[src/rtl/botao_sinalizador.sv]
// Two-button press encoder: synchronises and debounces each raw button, then emits
// one single-cycle pulse per debounced press, never asserting both pulses together.
module botao_sinalizador #(
  parameter int DEBOUNCE_CYCLES = 500000
) (
  input  logic       clk,
  input  logic       rst_n,
  input  logic       BotaoBruto1,
  input  logic       BotaoBruto2,
  output logic       SinalBotao1,
  output logic       SinalBotao2,
  output logic [1:0] BotaoEstavel
);

  localparam int CW = $clog2(DEBOUNCE_CYCLES);
  localparam logic [CW-1:0] C_MAX = CW'(DEBOUNCE_CYCLES - 1);

  typedef enum logic {IDLE, PEND} estado_t;

  logic [1:0] bruto;
  logic [1:0] press;
  estado_t    estado;
  logic       pend2;

  assign bruto = {BotaoBruto2, BotaoBruto1};

  for (genvar i = 0; i < 2; i++) begin : g_canal
    logic          sync_a;
    logic          s;
    logic          e;
    logic [CW-1:0] c;

    always_ff @(posedge clk or negedge rst_n) begin
      if (!rst_n) begin
        sync_a <= 1'b0;
        s      <= 1'b0;
        e      <= 1'b0;
        c      <= '0;
      end else begin
        sync_a <= bruto[i];
        s      <= sync_a;
        // Any sample agreeing with the stable level restarts the window.
        if (s == e) begin
          c <= '0;
        end else if (c == C_MAX) begin
          e <= s;
          c <= '0;
        end else begin
          c <= c + 1'b1;
        end
      end
    end

    // Only a rising commit counts as a press; release commits are silent.
    assign press[i]        = s && !e && (c == C_MAX);
    assign BotaoEstavel[i] = e;
  end

  // Arbiter: on a simultaneous press, button 1 goes first and button 2 follows
  // in the next cycle from the PEND state.
  always_ff @(posedge clk or negedge rst_n) begin
    if (!rst_n) begin
      estado      <= IDLE;
      pend2       <= 1'b0;
      SinalBotao1 <= 1'b0;
      SinalBotao2 <= 1'b0;
    end else begin
      case (estado)
        IDLE: begin
          SinalBotao1 <= press[0];
          if (&press) begin
            SinalBotao2 <= 1'b0;
            pend2       <= 1'b1;
            estado      <= PEND;
          end else begin
            SinalBotao2 <= press[1];
          end
        end
        PEND: begin
          SinalBotao1 <= 1'b0;
          SinalBotao2 <= pend2;
          pend2       <= 1'b0;
          estado      <= IDLE;
        end
        default: begin
          SinalBotao1 <= 1'b0;
          SinalBotao2 <= 1'b0;
          pend2       <= 1'b0;
          estado      <= IDLE;
        end
      endcase
    end
  end

endmodule

[config.mk]
export PLATFORM = sky130hd
export DESIGN_NAME = botao_sinalizador
export DESIGN_NICKNAME = d
export VERILOG_FILES = /design/src/rtl/botao_sinalizador.sv
export SDC_FILE = /design/constraint.sdc
export NUM_CORES = 1
export LEC_CHECK = 0
export ABC_AREA = 1
export CORE_ASPECT_RATIO = 0.75
export CORE_UTILIZATION = 40
export CTS_CLUSTER_SIZE = 40
export DETAILED_ROUTE_END_ITERATION = 10
export MAX_ROUTING_LAYER = met4
export PLACE_DENSITY_LB_ADDON = 0.12
export SETUP_SLACK_MARGIN = 0.1
export SYNTH_ARGS = -nofsm -noshare
export SYNTH_HDL_FRONTEND = slang
export SYNTH_SLANG_ARGS = --single-unit
[constraint.sdc]
create_clock -name clk -period 1.4 [get_ports clk]
set_input_delay 0.21 -clock clk [delete_from_list [all_inputs] [get_ports clk]]
set_output_delay 0.21 -clock clk [all_outputs]
set_load 0.01 [all_outputs]
# Yosys cells after proc, flatten, opt, wreduce, memory -nomap -nowiden
# Index checks and enable logic that the tools add are counted.
word_totals:
  ff_bits: 48
  output_inout_bits: 4
classes:
  add_sub_neg: 2
  n_eq_ne: 5
  mux: 11
  n_bitwise: 3
  reduce_logical: 9
op_table:
  columns: ["operator", "n"]
  rows:
  - ["19-bit two-way mux", 4]
  - ["19-bit by 1-bit adder with 19-bit output, second input constant", 2]
  - ["19-bit == test, second input constant", 2]
  - ["1-bit one-hot mux with 2 select lines", 4]
  - ["2-bit AND reduction", 3]
  - ["1-bit logical AND", 4]
  - ["1-bit two-way mux", 3]
  - ["1-bit inverter", 3]
  - ["1-bit == test", 2]
  - ["1-bit zero test", 2]
  - ["2-bit inequality test, second input constant", 1]

# Depth between registers and ports, before layout
# Gate-level depths: netlist (run 1).
depth:
  ltp_word: 6
  mapped_depth: 8
  ltp_nobuf: 8

# Worst setup path before layout (run 1)
# OpenSTA, ideal clock, no wires.
synth_timing:
  path_kind: "flip-flop to flip-flop"
  start: "register g_canal[0].s"
  end: "register g_canal[0].c[3]"
  setup_time_ps: 124
  arrival_time_ps: 1251
  required_time_ps: 1276
  path_slack_ps: 25
  path_stages_with_launch: 6
  path_buffers: 1
  synth_period_minus_slack_ps: 1375
  path_cell_list: "dfrtp_1 -> ha_1 -> clkbuf_1 -> inv_1 -> nand2_2 -> nor3b_1"
synth_via:
  elab_chain_cells: 2
synth_rtl:
  columns: ["item", "line_no", "rtl"]
  rows:
  - ["start, declared", "29", "logic s;"]
  - ["start signal, assigned", "41", "s <= sync_a;"]
  - ["1-bit == test", "43", "if (s == e) begin"]
  - ["19-bit two-way mux", "43", null]
  - ["end signal, assigned", "49", "c <= c + 1'b1;"]
  - ["end, declared", "31", "logic [CW-1:0] c;"]
# Every way passes these cells.
# A chain may end at the register's enable or synchronous reset.

# Worst setup path after layout (run 1)
layout_timing:
  start: "register g_canal[1].c[0]"
  end: "register g_canal[1].c[13]"
layout_via:
  elab_chain_cells: 3
layout_rtl:
  columns: ["item", "line_no", "rtl"]
  rows:
  - ["start, declared", "31", null]
  - ["start signal, assigned", "49", null]
  - ["19-bit by 1-bit adder with 19-bit output / 19-bit == test (equally long branches)", "49, 45", null]
  - ["19-bit two-way mux (*)", "45", "end else if (c == C_MAX) begin"]
  - ["19-bit two-way mux (*)", "43", null]
# Mark *: on every way between the ends. The rest lies on a longest branch, timed or not.

==> key figures, run 1 <==
Status
  • Outcome: complete, no violations

Timing
  • Max-slew violations: 0
  • Fmax: 0.720 GHz
  • Worst-margin pin slew: 0.378 ns
  • Post-route clock period utilization: 99.3%
  • RSZ-0062 raised after global routing: true
  • Post-layout min period: 1.39 ns
  • Final hold viol count: 0
  • Clock Skew: 0.00637 ns
  • # setup viols final: 0
  • Relative slew slack: 74.8%
  • Hold Slack: 0.341 ns

Yosys
  • Number of flops mapped to enable cells by yosys: 0
  • Syn Inst Count: 356
  • Main synth FF type: dfrtp_1
  • Sequential share of the synthesized area: 43.4%
  • Post-Synthesis Net Count: 364
  • Async S/R FF share, synth: 100%
  • Ys Warns: 0
  • FF+latch count, synth: 48
  • Post-Syn Area: 2770 µm²
  • Netlist cell types: 28
  • Synth Area per Inst: 7.78 µm²

Route
  • Routed WL: 6970 µm
  • WL/cell: 14.0 µm
  • Vias post-DR: 2,457
  • Antenna Violating Nets Remaining: 0
  • Detailed Routing Iterations Pass 1: 5
  • DRC Markers: 0
  • Vias/cell: 4.92
  • 1st-iter DRT viols: 215

Clocking
  • Clock root buffer: clkbuf_8
  • H-tree depth: 2
  • CTS tree: built
  • Clock sink total: 48
  • Clock Latency Late Sink: 0.30 ns
  • Clock-pin slew on the worst setup and hold paths: 0.09 ns
  • CTS Buf Count: 5
  • Max clock buf depth: 2

Floorplan
  • Die width: 98.1 µm
  • Die area: 7270 µm²
  • DIE HEIGHT: 74.1 µm
  • Core Area: 6510 µm²
  • Site Rows: 25
  • Effective utilization at floorplan: 42.6%
  • I/O pin total: 8

Power
  • Pwr Density: 691 nW/µm²
  • LEAKAGE: 1.60 nW
  • Worst ir drop on vdd: 0.490 mV

Global routing
  • M2 GR Usage: 26.7%
  • Largest net degree at the start of global routing: 16
  • Most Crowded Layer GR: met1
  • Grt total ovfl: 0
  • Global-route wire length before repair: 11,300 µm
  • Grt met1 use: 33.0%
  • Met3 Use GR: 4.79%
  • GRT Total Usage: 21.0%
  • Vias in the first global route: 2,295
  • Initial antenna violation count: 0

Finish
  • Layout cell share with drive strength beyond 1: 39.5%
  • Most frequent cells in the layout: 57 x nand2_1, 50 x nor2_1, 45 x buf_4
  • Post-Layout Cell Count: 499
  • Antenna cell count: 0
  • Post-route cell area: 3790 µm²
  • Fin nets: 425
  • Most common cell after layout, fill and taps aside: nand2_1
  • Area growth from synthesis to layout: 36.7%
  • Fillers: 569

Setup path
  • Worst setup SP type: flip-flop
  • Crit path max fanout: 3
  • Crit path DAT: 1.59 ns
  • Crit path required time: 1.60 ns
  • CP Class: flip-flop to flip-flop
  • Crit. End Element: flip-flop

Place
  • DP Wirelength: 5060 µm
  • Number of port buffers: 7
  • # placed instances: 473
  • Routability-driven placement congestion ratio: 0.898
  • Area post-placement: 3200 µm²

Worst hold path
  • Hold WC Path Type: input port to flip-flop

Job
  • Max cap viols: 0
## where the power goes
| part | internal (mW) | switching [mW] |
|---|---|---|
| sequential | 1.40 | 0.0207 |
| clock | 0.531 | 0.479 |
| combinational | 0.0749 | 0.105 |
| total | 2.01 | 0.605 |
## final timing paths
check	slack, ns	end	startpoint	cells past startpoint
max	0.01	g_canal[1].c[13]	g_canal[1].c[0]	8
min	0.34	g_canal[1].sync_a	BotaoBruto2	1
max reg2reg	0.01	g_canal[1].c[13]	g_canal[1].c[0]	8
min reg2reg	0.35	g_canal[1].s	g_canal[1].sync_a	0
max in group asynchronous	0.58	SinalBotao1	rst_n	3
min in group asynchronous	0.35	g_canal[0].c[2]	rst_n	2
## state kept, by name (all words and copies together), names as in the netlist
signal,flops
SinalBotao2,1
g_canal.e,2
estado,1
pend2,1
g_canal.c,38
g_canal.sync_a,2
SinalBotao1,1
g_canal.s,2
## synthesized netlist by cell type, types with 2 or more instances
cell type / instances / area (µm²)
nand2_1: 62 / 233
nor2_4: 5 / 56.3
nor3b_1: 3 / 22.5
nor2_1: 72 / 270
dfrtp_1: 48 / 1200
nor2_2: 13 / 81.3
nand2_2: 11 / 68.8
buf_2: 2 / 10.0
nand3_2: 5 / 50.1
nor3_2: 7 / 70.1
buf_4: 2 / 15.0
o21ai_0: 4 / 20.0
a31oi_1: 2 / 12.5
nor3_1: 10 / 50.1
inv_2: 3 / 11.3
a21oi_1: 5 / 25.0
ha_1: 4 / 50.1
xor2_1: 10 / 87.6
nand4_1: 10 / 62.6
clkbuf_1: 2 / 7.51
nand3_1: 22 / 110
inv_1: 47 / 176
nand3_4: 2 / 35.0
## final cells by class
cell class / count / area (µm²) / area share [%]
multi-input combinational: 252 / 1680 / 44.3
sequential: 48 / 1210 / 31.9
timing repair buffer: 60 / 504 / 13.3
inverter: 50 / 188 / 4.96
tap: 81 / 101 / 2.68
clock buffer: 6 / 72.6 / 1.92
clock inverter: 2 / 35.0 / 0.925
## per-stage QoR
step                setup TNS, ns  power, mW  util [%]  setup slack [ns]
CTS                             0       2.62      54.8            0.0298
global route               -0.688       2.72      58.2           -0.0822
global placement           -0.147       1.59      49.3           -0.0728
finish                          0       2.62      58.2            0.0104
floorplan                       0       1.50         -             0.102
detailed placement         -0.477       1.59      49.3            -0.121
## what timing repair did
item / in CTS / in global routing
endpoints found under the setup margin: 37 / 39
gates cloned: 0 / 0
pin swaps: 17 / 30
hold buffers: 1 / 0
hold endpoints to repair: 11 / 0
resized for setup: 50 / 45
setup buffers: 8 / 9
## cells by family after synthesis
family / share of synthesized area [%]
simple gates: 40.5
buf+inv: 7.95
flops: 43.4
compound gates: 2.89
xor+xnor: 3.48
fa+ha+maj: 1.81
## worst max-delay path, cell delays in order (launching register included)
cell and delay (ns):
dfrtp_1 0.42, buf_6 0.13, nand3_4 0.09, nor2_4 0.17, nand2_4 0.11, nor2_4 0.12, nand2_1 0.07, nor2_1 0.11
nor2_1 0.06
## metal layers
metal / up-vias / wire, µm
li1: 1235 / -
met5: - / 0
met4: 0 / 20
met3: 2 / 347
met2: 54 / 2720
met1: 1166 / 3880
No activity file was read; power rests on OpenSTA's default activity.
==> run 2: changes to the inputs <==
--- a/config.mk
+++ b/config.mk
@@ -16,3 +16,4 @@
 export SYNTH_ARGS = -nofsm -noshare
 export SYNTH_HDL_FRONTEND = slang
 export SYNTH_SLANG_ARGS = --single-unit
+export TNS_END_PERCENT = 1
==> run 2 against run 1 <==
The run now ends with setup timing left. Hold slack better by 0.0025 ns. Non-clock buffer count down 11. Die area unchanged. Combinational power down 12%. Power down 6.2%. Global-route usage down 0.73 points. Design area down 6.6%.
==> key figures, run 2 (same netlist as run 1, synthesis figures left out) <==
Timing
  • Post-layout min period: 1.41 ns (+0.0188 ns)
  • Max-slew violations: 0 (unchanged)
  • Final hold viol count: 0 (unchanged)
  • Worst-margin pin slew: 0.272 ns (-0.105 ns)
  • Setup_tns: -0.00832 ns (-0.00832 ns)
  • Post-route clock period utilization: 101% (+1.3 points)
  • Relative slew slack: 81.7% (+6.9 points)
  • Clock Skew: 0.00916 ns (+0.00279 ns)
  • Final Worst Setup Slack: -0.00832 ns (-0.0188 ns)
  • RSZ-0062 raised after global routing: true
  • # setup viols final: 1 (+1)
  • Fmax: 0.710 GHz (-1.3%)

Finish
  • Layout cell share with drive strength beyond 1: 32.7% (-6.8 points)
  • Final core occ: 54.3% (-3.9 points)
  • Max reg flops: 38 (unchanged)
  • Largest Register: g_canal.c
  • Fillers: 610 (+7.2%)
  • Post-Layout Cell Count: 488 (-2.2%)
  • Most frequent cells in the layout: 58 x nand2_1, 57 x nor2_1, 43 x inv_1
  • Area growth from synthesis to layout: 27.6%
  • Most common cell after layout, fill and taps aside: nand2_1
  • Fin nets: 414 (-2.6%)
  • Antenna cell count: 0 (unchanged)

Global routing
  • Initial antenna violation count: 0 (unchanged)
  • Vias in the first global route: 2,217 (-3.4%)
  • Largest net degree at the start of global routing: 49 (+33)
  • GRT Total Usage: 20.3% (-0.73 points)
  • Grt total ovfl: 0 (unchanged)
  • Global-route wire length before repair: 10,900 µm (-3.2%)

Power
  • Worst ir drop on vdd: 0.467 mV (-4.9%)
  • LEAKAGE: 1.48 nW (-7.9%)
  • Total power draw: 2.45 mW (-6.2%)
  • Pwr Density: 694 nW/µm² (+0.48%)

Worst hold path
  • Hold WC Path Type: input port to flip-flop

Floorplan
  • Die area: 7270 µm² (unchanged)
  • DIE HEIGHT: 74.1 µm (unchanged)
  • Die width: 98.1 µm (unchanged)
  • Effective utilization at floorplan: 42.6% (unchanged)
  • Core Area: 6510 µm² (unchanged)
  • I/O pin total: 8 (unchanged)
  • Site Rows: 25 (unchanged)

Route
  • Vias post-DR: 2,340 (-4.8%)
  • Antenna Violating Nets Remaining: 0 (unchanged)
  • DRC Markers: 0 (unchanged)
  • Routed WL: 6520 µm (-6.3%)
  • 1st-iter DRT viols: 165 (-23%)
  • Vias/cell: 4.80 (-2.6%)
  • Max Used Layer: met4
  • DR WL met2: 2370 µm (-13%)
  • Wl on met1: 3690 µm (-5.0%)
  • Detailed Routing Iterations Pass 1: 4 (-1)
  • Met3 WL: 408 µm (+18%)
  • WL/cell: 13.4 µm (-4.2%)

Setup path
  • Worst setup SP type: flip-flop
  • Crit path DAT: 1.61 ns (+0.02 ns)
  • Crit. End Element: flip-flop
  • Crit path required time: 1.60 ns (about the same)
  • Cell family with most CP delay: simple AND/OR/NAND/NOR gates
  • Crit path max fanout: 5 (+2)
  • Worst Path Buf+Inv: 0 (-1)
  • Cell Chain, Critical Path: ha_4, nand3_4, nor2_4, nand3_4, nor2_1, nand2_1, nand3_1, nor2_1
  • CP peak stage delay: 0.41 ns (about the same)
  • CP max stage cell: dfrtp_1
  • CP Class: flip-flop to flip-flop

Clocking
  • Clock-pin slew on the worst setup and hold paths: 0.09 ns (about the same)
  • Clock sink total: 48 (unchanged)
  • H-tree depth: 2 (unchanged)
  • Max clock buf depth: 2 (unchanged)
  • Clock root buffer: clkbuf_8
  • CTS Buf Count: 5 (unchanged)
  • CTS tree: built
  • Clock Latency Late Sink: 0.30 ns (about the same)

Status
  • Failing checks: setup timing
  • Outcome: finished, violations left

Place
  • # placed instances: 479 (+1.3%)
  • Number of port buffers: 7 (unchanged)
  • DP Wirelength: 4780 µm (-5.5%)
  • Routability-driven placement congestion ratio: 0.913 (+1.6%)

Job
  • Max cap viols: 0 (unchanged)
==> run 2: cell count changes in the layout (fill, tap and decap cells not counted), moves of 4 or more <==
cell	change
nor2_4	-7
buf_4	-7
nand3_2	-4
nor2_1	+7
nand3_1	+5
==> run 2: routing by layer <==
| layer | vias to the layer above | track usage [%] |
|---|---|---|
| met5 | - | - |
| met4 | 0 | 6.06 |
| met3 | 5 | 4.14 |
| met2 | 57 | 24.6 |
| met1 | 1066 | 32.2 |
| li1 | 1212 | - |
==> run 2: layout make-up <==
cell class	count	area (µm²)	area share, %
clock buffer	8	90.1	2.55
inverter	50	188	5.31
multi-input combinational	252	1550	43.8
sequential	48	1210	34.2
tap	81	101	2.87
timing repair buffer	49	398	11.3
==> run 2: per-stage QoR <==
stage	area, µm²	setup slack, ns	hold WS (ns)
after global routing	3540	-0.117	0.322
final	3540	-0.00832	0.343
after floorplan	2770	0.0375	-0.0856
after detailed placement	3220	-0.0675	0.223
after CTS	3410	0.00896	0.327
after global placement	3220	-0.00509	0.223
==> run 2: worst paths after layout <==
| kind | start | endpoint | slack (ns) | cells past startpoint |
|---|---|---|---|---|
| max | g_canal[0].c[1] | g_canal[0].c[18] | -0.008 | 8 |
| min | BotaoBruto1 | g_canal[0].sync_a | 0.34 | 1 |
| max reg2reg | g_canal[0].c[1] | g_canal[0].c[18] | -0.008 | 8 |
| min reg2reg | g_canal[1].sync_a | g_canal[1].s | 0.36 | 0 |
| max in group asynchronous | rst_n | g_canal[0].c[5] | 0.74 | 3 |
| min in group asynchronous | rst_n | g_canal[0].c[14] | 0.41 | 3 |
==> run 2: repair_timing <==
item | in CTS | in global routing
pin swaps | 13 | 19
resized for setup | 31 | 31
endpoints found under the hold margin | 48 | 0
hold buffers | 1 | 0
buffers inserted | 0 | 0
endpoints found under the setup margin | 39 | 40
==> run 2: worst reg2reg max path, stage by stage (launching register included) <==
cell	delay (ns)
dfrtp_1	0.41
ha_4	0.16
nand3_4	0.12
nor2_4	0.19
nand3_4	0.14
nor2_1	0.11
nand2_1	0.06
nand3_1	0.07
nor2_1	0.04
==> run 2: where the power goes <==
part / switching [mW] / internal (mW)
Clock: 0.464 / 0.404
Combinational: 0.0918 / 0.0674
Sequential: 0.0214 / 1.40
Total: 0.578 / 1.88
